**src/rtl/i2s_stream_ctrl_if.sv**
```systemverilog
// Upstream 16-bit valid/ready word stream from the FX2LP endpoint side.
// The controller takes the slave modport; the upstream source uses master.
interface i2s_stream_ctrl_if;
    logic        in_valid;
    logic        in_ready;
    logic [15:0] in_data;

    modport master (output in_valid, output in_data, input in_ready);
    modport slave  (input in_valid, input in_data, output in_ready);
endinterface

```
**src/rtl/i2s_stream_ctrl.sv**
```systemverilog
// Playback sequencer for i2s_master: FIFO prefill, start/stop on frame boundaries, underrun fill.
// Optional macro I2S_STREAM_CTRL_UNDERRUN_CNT_EN adds a saturating underrun_cnt output.
module i2s_stream_ctrl #(
    parameter int DEPTH        = 8,
    parameter int PREFILL      = 4,
    parameter int IDLE_TIMEOUT = 20
) (
    input  logic              clk,
    input  logic              rst_n,
    input  logic              enable,
    input  logic              word_size_in,
    i2s_stream_ctrl_if.slave  up,
    input  logic              data_req,
    output logic [15:0]       data_out,
    output logic              start_n,
    output logic              stop_n,
    output logic              word_size,
    output logic              running,
    output logic              underrun
`ifdef I2S_STREAM_CTRL_UNDERRUN_CNT_EN
    ,
    output logic [7:0]        underrun_cnt
`endif
);

    localparam int AW = $clog2(DEPTH);
    localparam int CW = AW + 1;
    localparam int TW = $clog2(IDLE_TIMEOUT + 1);
    localparam logic [CW-1:0] DEPTH_C      = CW'(DEPTH);
    localparam logic [CW-1:0] PREFILL_C    = CW'(PREFILL);
    localparam logic [TW-1:0] TIMEOUT_LAST = TW'(IDLE_TIMEOUT - 1);

    typedef enum logic [2:0] {
        S_IDLE,
        S_PREFILL,
        S_START,
        S_RUN,
        S_STOP
    } state_t;

    state_t        state;
    logic [15:0]   mem [DEPTH];
    logic [AW-1:0] wr_ptr;
    logic [AW-1:0] rd_ptr;
    logic [CW-1:0] count;
    logic          dr_q;
    logic          cons;
    logic          serving;
    logic          empty;
    logic          wr_en;
    logic          pop;
    logic          under_ev;
    logic          upd_q;
    logic [1:0]    widx;
    logic [1:0]    widx_next;
    logic [1:0]    widx_last;
    logic          last_next;
    logic [TW-1:0] timer;

    assign cons        = data_req & ~dr_q;
    assign empty       = (count == '0);
    assign up.in_ready = (count != DEPTH_C);
    assign wr_en       = up.in_valid & up.in_ready;
    assign serving     = (state == S_START) | (state == S_RUN) | (state == S_STOP);
    assign pop         = cons & serving & ~empty;
    assign under_ev    = cons & empty & ((state == S_RUN) | (state == S_STOP));

    assign widx_last = word_size ? 2'd3 : 2'd1;
    assign last_next = (widx_next == widx_last);

    always_comb begin
        widx_next = widx + 2'd1;
        if (widx == widx_last) begin
            widx_next = 2'd0;
        end
    end

    always_ff @(posedge clk) begin
        if (wr_en) begin
            mem[wr_ptr] <= up.in_data;
        end
    end

    // Pointers wrap naturally because DEPTH is a power of two.
    always_ff @(posedge clk or negedge rst_n) begin
        if (!rst_n) begin
            wr_ptr <= '0;
            rd_ptr <= '0;
            count  <= '0;
            dr_q   <= 1'b0;
        end else begin
            dr_q <= data_req;
            if (wr_en) begin
                wr_ptr <= wr_ptr + AW'(1);
            end
            if (pop) begin
                rd_ptr <= rd_ptr + AW'(1);
            end
            case ({wr_en, pop})
                2'b10:   count <= count + CW'(1);
                2'b01:   count <= count - CW'(1);
                default: count <= count;
            endcase
        end
    end

    // data_out is refreshed one clock after a served cons, so it settles
    // while data_req is still high and stays put through the low half.
    always_ff @(posedge clk or negedge rst_n) begin
        if (!rst_n) begin
            state     <= S_IDLE;
            data_out  <= '0;
            start_n   <= 1'b1;
            stop_n    <= 1'b1;
            word_size <= 1'b0;
            running   <= 1'b0;
            underrun  <= 1'b0;
            widx      <= '0;
            timer     <= '0;
            upd_q     <= 1'b0;
        end else begin
            upd_q <= 1'b0;
            if (upd_q) begin
                data_out <= empty ? 16'h0000 : mem[rd_ptr];
            end
            if (under_ev) begin
                underrun <= 1'b1;
            end
            case (state)
                S_IDLE: begin
                    if (enable) begin
                        state     <= S_PREFILL;
                        word_size <= word_size_in;
                        underrun  <= 1'b0;
                        widx      <= '0;
                    end
                end
                S_PREFILL: begin
                    if (!enable) begin
                        state <= S_IDLE;
                    end else if (count >= PREFILL_C) begin
                        state    <= S_START;
                        data_out <= mem[rd_ptr];
                        start_n  <= 1'b0;
                        running  <= 1'b1;
                    end
                end
                S_START: begin
                    if (cons) begin
                        state   <= S_RUN;
                        start_n <= 1'b1;
                        upd_q   <= 1'b1;
                    end
                end
                S_RUN: begin
                    timer <= '0;
                    if (cons) begin
                        upd_q <= 1'b1;
                        widx  <= widx_next;
                    end
                    if (!enable) begin
                        state <= S_STOP;
                    end
                end
                S_STOP: begin
                    if (cons) begin
                        upd_q  <= 1'b1;
                        widx   <= widx_next;
                        stop_n <= ~last_next;
                        timer  <= '0;
                    end else if (timer == TIMEOUT_LAST) begin
                        state   <= S_IDLE;
                        stop_n  <= 1'b1;
                        running <= 1'b0;
                    end else begin
                        timer <= timer + TW'(1);
                    end
                end
                default: state <= S_IDLE;
            endcase
        end
    end

`ifdef I2S_STREAM_CTRL_UNDERRUN_CNT_EN
    always_ff @(posedge clk or negedge rst_n) begin
        if (!rst_n) begin
            underrun_cnt <= '0;
        end else if (state == S_IDLE && enable) begin
            underrun_cnt <= '0;
        end else if (under_ev && underrun_cnt != 8'hFF) begin
            underrun_cnt <= underrun_cnt + 8'd1;
        end
    end
`endif

endmodule

```
**src/flat_wrapper.sv**
```systemverilog
// flat-port wrapper written by rule: the top's interface ports become plain ports
module i2s_stream_ctrl_flat 
#(
    parameter int DEPTH        = 8,
    parameter int PREFILL      = 4,
    parameter int IDLE_TIMEOUT = 20
)
  (clk, rst_n, enable, word_size_in, data_req, data_out, start_n, stop_n, word_size, running, underrun, up_in_valid, up_in_data, up_in_ready);
  i2s_stream_ctrl_if up_i ();
  input  logic clk;
  input  logic rst_n;
  input  logic enable;
  input  logic word_size_in;
  input  logic data_req;
  output logic [15:0] data_out;
  output logic start_n;
  output logic stop_n;
  output logic word_size;
  output logic running;
  output logic underrun;
  input wire logic [$bits(up_i.in_valid)-1:0] up_in_valid;
  input wire logic [$bits(up_i.in_data)-1:0] up_in_data;
  output wire logic [$bits(up_i.in_ready)-1:0] up_in_ready;
  assign up_i.in_valid = up_in_valid;
  assign up_i.in_data = up_in_data;
  assign up_in_ready = up_i.in_ready;
  i2s_stream_ctrl #(.DEPTH(DEPTH), .PREFILL(PREFILL), .IDLE_TIMEOUT(IDLE_TIMEOUT)) u_core (.clk(clk), .rst_n(rst_n), .enable(enable), .word_size_in(word_size_in), .up(up_i), .data_req(data_req), .data_out(data_out), .start_n(start_n), .stop_n(stop_n), .word_size(word_size), .running(running), .underrun(underrun));
endmodule
```
**config.mk**
```make
export PLATFORM = sky130hd
export DESIGN_NAME = i2s_stream_ctrl_flat
export DESIGN_NICKNAME = d
export VERILOG_FILES = /design/src/rtl/i2s_stream_ctrl_if.sv /design/src/rtl/i2s_stream_ctrl.sv /design/src/flat_wrapper.sv
export SDC_FILE = /design/constraint.sdc
export NUM_CORES = 1
export LEC_CHECK = 0
export CAP_MARGIN = 20
export CORE_MARGIN = 2
export CORE_UTILIZATION = 42
export CTS_CLUSTER_SIZE = 10
export DETAILED_ROUTE_END_ITERATION = 8
export SYNTH_ARGS = -nofsm -noshare
export SYNTH_HDL_FRONTEND = slang
export SYNTH_SLANG_ARGS = --single-unit
export TNS_END_PERCENT = 5
```
**constraint.sdc**
```tcl
create_clock -name clk -period 6.3 [get_ports clk]
set_input_delay 1.89 -clock clk [delete_from_list [all_inputs] [get_ports clk]]
set_output_delay 1.89 -clock clk [all_outputs]
set_load 0.05 [all_outputs]
```
---- Yosys cells after proc, flatten, opt, wreduce, memory -nomap -nowiden ----
Memory sizes are Yosys's and may differ from the RTL's.
Cells that the tools add are included.
operators by class
  bitwise operators ....................... 12
  $lt $le $gt $ge ......................... 1
  multiplexer cells ....................... 40
  $add $sub $neg .......................... 6
  equality and inequality tests ........... 20
  reduce and logical (&&, ||, !) cells .... 17
operators by type and width
  kind                 count
  $mux 16              5
  $mux 3               7
  $mux 1               16
  $pmux 3 s5           1
  $reduce_bool 2->1    6
  $mux 5               2
  $ne 2x2->1 const B   5
  $pmux 5 s2           1
  $mux 2               4
  $pmux 4 s2           1
  $add 3x1->3 const B  2
  $and 1x1->1          6
  $eq 3x2->1 const B   2
  $ne 2x1->1 const B   3
  $ne 3x2->1 const B   2
  $reduce_and 2->1     3
  $reduce_and 6->1     1
  $add 5x1->5 const B  1
  $eq 5x5->1 const B   1
  $reduce_and 5->1     1
  $add 4x1->4 const B  1
  $eq 2x2->1           2
  $ge 4x3->1 const B   1
  $logic_not 4->1      1
  16 further kinds     21
storage, ports and cells
  bits in registers ....................... 43
  input bits .............................. 22
  output and inout bits ................... 22
  memories kept ........................... 1
  memory bits (writable) .................. 128
memories
  memory      words  width  rd ports  clocked after memory_dff  wr ports  RTL line               RTL
  u_core.mem  8      16     1         0                         1         i2s_stream_ctrl.sv:42  logic [15:0] mem [DEPTH];

---- Longest topological paths before layout ----
  depth in word-level cells ............... 7
  depth in mapped cells ................... 10

---- Worst setup path after synthesis ----
No wires, ideal clock.
  path type ............................... input port to flip-flop
  start point ............................. in up_in_valid
  end point ............................... mem u_core.mem[0][0], enable pin
  arrival ................................. 3422 ps
  path slack .............................. 2469 ps
  stages .................................. 3
  setup time .............................. 409 ps
  required time ........................... 5891 ps
  cell sequence ........................... nand2_1 -> or2_1 -> nor3_1
between the ends
  longest elaborated chain between the ends .. 3
RTL lines
  element                       RTL line               RTL
  from (decl)                   flat_wrapper.sv:21     input wire logic [$bits(up_i.in_valid)-1:0] up_in_valid;
  $and 1x1->1                   i2s_stream_ctrl.sv:63  assign wr_en = up.in_valid & up.in_ready;
  $mux 1                        i2s_stream_ctrl.sv:79  if (wr_en) begin
  $mux 1 (implied by the code)  i2s_stream_ctrl.sv:80  mem[wr_ptr] <= up.in_data;
  to (decl)                     i2s_stream_ctrl.sv:42
Every way passes these cells.

---- Worst setup path after layout ----
  start point ............................. reg u_core.count[2]
  end point ............................... out up_in_ready
between the ends
  longest elaborated chain between the ends .. 1
RTL lines
  element                 RTL line                RTL
  from (decl)             i2s_stream_ctrl.sv:45   logic [CW-1:0] count;
  from (signal assigned)  i2s_stream_ctrl.sv:100  2'b10: count <= count + CW'(1);
  from (signal assigned)  i2s_stream_ctrl.sv:101  2'b01: count <= count - CW'(1);
  from (signal assigned)  i2s_stream_ctrl.sv:102  default: count <= count;
  $ne 4x4->1              i2s_stream_ctrl.sv:62   assign up.in_ready = (count != DEPTH_C);
  to (decl)               flat_wrapper.sv:23      output wire logic [$bits(up_i.in_ready)-1:0] up_in_ready;
Every way passes these cells.

==> impl_metrics.ini <==
[global_routing]
grt_pass1_wl_um = 20740
grt_pass1_vias = 3638
grt_overflow = 0
antenna_found_initial = 0
grtUsageTotal_pct = 16.04
grt_max_degree = 44

[routing]
drc = 0
antenna_left = 0
drt-total-wl_um = 13280
drt-initial-drc-count = 246
vias = 3526
drt_first_pass_iters = 4
viasPerCell = 5.391
post_drt_wl_per_cell_um = 20.30

[job]
maxCapViolCount = 0

[clocking]
cts.htree.levels = 4
clock-root-buffer = clkbuf_16
hold_buffers = 0
clk_pin_slew_ns = 0.07
cts_setup_buffers = 0
clock_latency_ns = 0.43
numCtsBuffers = 17
clockBufferDepth = 2
clkSinkCount = 171
cts_resized = 0
cts_tree = done

[timing]
fin_crit_ns = 4.177
setup_viol = 0
fin_tns_setup_ns = 0
grt_setup_unrepaired = false
hold_ws_ns = 0.5066
timing.slew.headroom_pct = 32.07
fmax_mhz = 239.4
final_max_slew_viol_count = 0
worstMarginPinSlew_ns = 1.019
final.period_utilization_pct = 66.30
fin_skew_ns = 0.01127
finalHoldViolCount = 0

[critical_path]
crit_type = reg2out
end_kind = output port
critPathRequiredTime_ns = 4.41
critical_path_arrival_ns = 2.29
startpoint_type = flop
crit_fanout = 8

[place]
place_area_um2 = 7636
place_hpwl_um = 7721
gp_congestion = 0.7614
port_buffers = 43

[floorplan]
die_area_um2 = 17700
initial_core_util_pct = 42.63
die_x_um = 133.0
io_pins = 44
die_h_um = 133.0
core_um2 = 16410
fp-row-count = 47

[final_layout]
final_area_um2 = 8222
insertedDiodeCount = 0
area_delta_synth_final_pct = 17.55
fin_nets = 449
fin_util_pct = 50.11
drive_gt1_share_pct = 17.05

[synth]
synth_most_common_cell = edfxtp_1
synth.top_cell.area_share_pct = 54.96
synth-seq-cells = 171
synth_ff_type = edfxtp_1
synth_area_per_cell_um2 = 19.16
synth_cell_type_count = 54
yosysWarningCount = 0
synthTopCellsByCount = edfxtp_1, dfrtp_1, mux4_1, a22o_1, mux2_2
synth-async-reset-ratio_pct = 25.15
syn_nets = 393
netlist_area_um2 = 6994
synth_area_leaders = edfxtp_1, dfrtp_1, mux4_1
ys_seq_area_share_pct = 70.38
yosysTopAreaCell = edfxtp_1
synth_edf_count = 128
synthCells = 365

[power_and_ir_drop]
power_leakage_nw = 2.906
cellPowerDensity_nw_per_um2 = 471.4
ir_worst_vdd_v = 0.0002114

[worst_hold_path]
hold_class = reg2reg

[outcome]
outcome = complete, no violations
## layer usage
| metal | track usage [%] | wire (um) |
|---|---|---|
| met2 | 26.45 | 6809 |
| met3 | 4.981 | 434 |
| met5 | 0 | 0 |
| met4 | 3.943 | 121 |
| met1 | 20.90 | 5909 |
## critical path, stage by stage, from the launching register on
cell	delay, ns
dfrtp_1	0.48
or4b_1	0.64
clkdlybuf4s50_1	0.74
## final timing paths
path                       slack, ns             from            endpoint  cells after the start
setup reg to reg                3.59  u_core.state[0]     u_core.count[2]                      9
setup / recovery                2.12  u_core.count[2]         up_in_ready                      2
max in group asynchronous       4.08            rst_n  u_core.data_out[4]                      1
hold reg to reg                 0.51  u_core.underrun     u_core.underrun                      2
hold / removal                  0.51  u_core.underrun     u_core.underrun                      2
min in group asynchronous       1.62            rst_n         u_core.dr_q                      1
## cells in the final DEF, fill, tap and decap left out, types with 5 or more instances in the layout
cell type,count
edfxtp_1,128
clkdlybuf4s50_1,42
dfrtp_1,41
mux4_1,26
mux2_2,17
a22o_1,17
clkbuf_16,17
nor2_1,14
buf_4,10
xor2_1,8
nand2_1,8
nand3_1,7
mux4_2,6
ha_1,6
o21ai_1,5
a21oi_1,5
## where the power goes
part	internal, W	switching [W]	leakage (nW)
clock network	0.000527	0.000477	0.281
registers	0.00146	0.000181	1.70
logic	0.000553	0.000682	0.927
## registers in the layout (all words and copies together) (netlist names), 2 cells and up
| signal | flops |
|---|---|
| u_core.rd_ptr | 3 |
| u_core.state | 3 |
| u_core.timer | 5 |
| u_core.count | 4 |
| u_core.mem | 128 |
| u_core.widx | 2 |
| u_core.data_out | 16 |
| u_core.wr_ptr | 3 |
## through the flow
stage | power [W] | setup slack, ns | instances
finish | 0.003876 | 2.123 | 654
global route | 0.004070 | 2.049 | 654
CTS | 0.003924 | 2.093 | 654
detailed placement | 0.002917 | 2.048 | 622
global placement | 0.002883 | 2.143 | 622
floorplan | 0.002574 | 2.469 | 365
## layout make-up
cell class,instances,area [um2]
repair buffers,53,500.5
fillers,1325,8185
clock inverters,15,160.2
flip-flops and latches,171,4922
multi-input cells,173,1919
inverters,5,18.77
clock buffers,17,425.4
well taps,220,275.3
## cell families (layout without fill, tap and decap cells)
logic type,Yosys count,count (layout),synth area share (%)
fa+ha+maj,6,6,1.073
mux,51,51,14.76
compound gates,50,50,5.438
xor+xnor,11,11,1.378
flops,171,171,70.38
buf+inv,21,90,2.325
simple gates,55,55,4.651
Power figures use the tool's default switching activity.
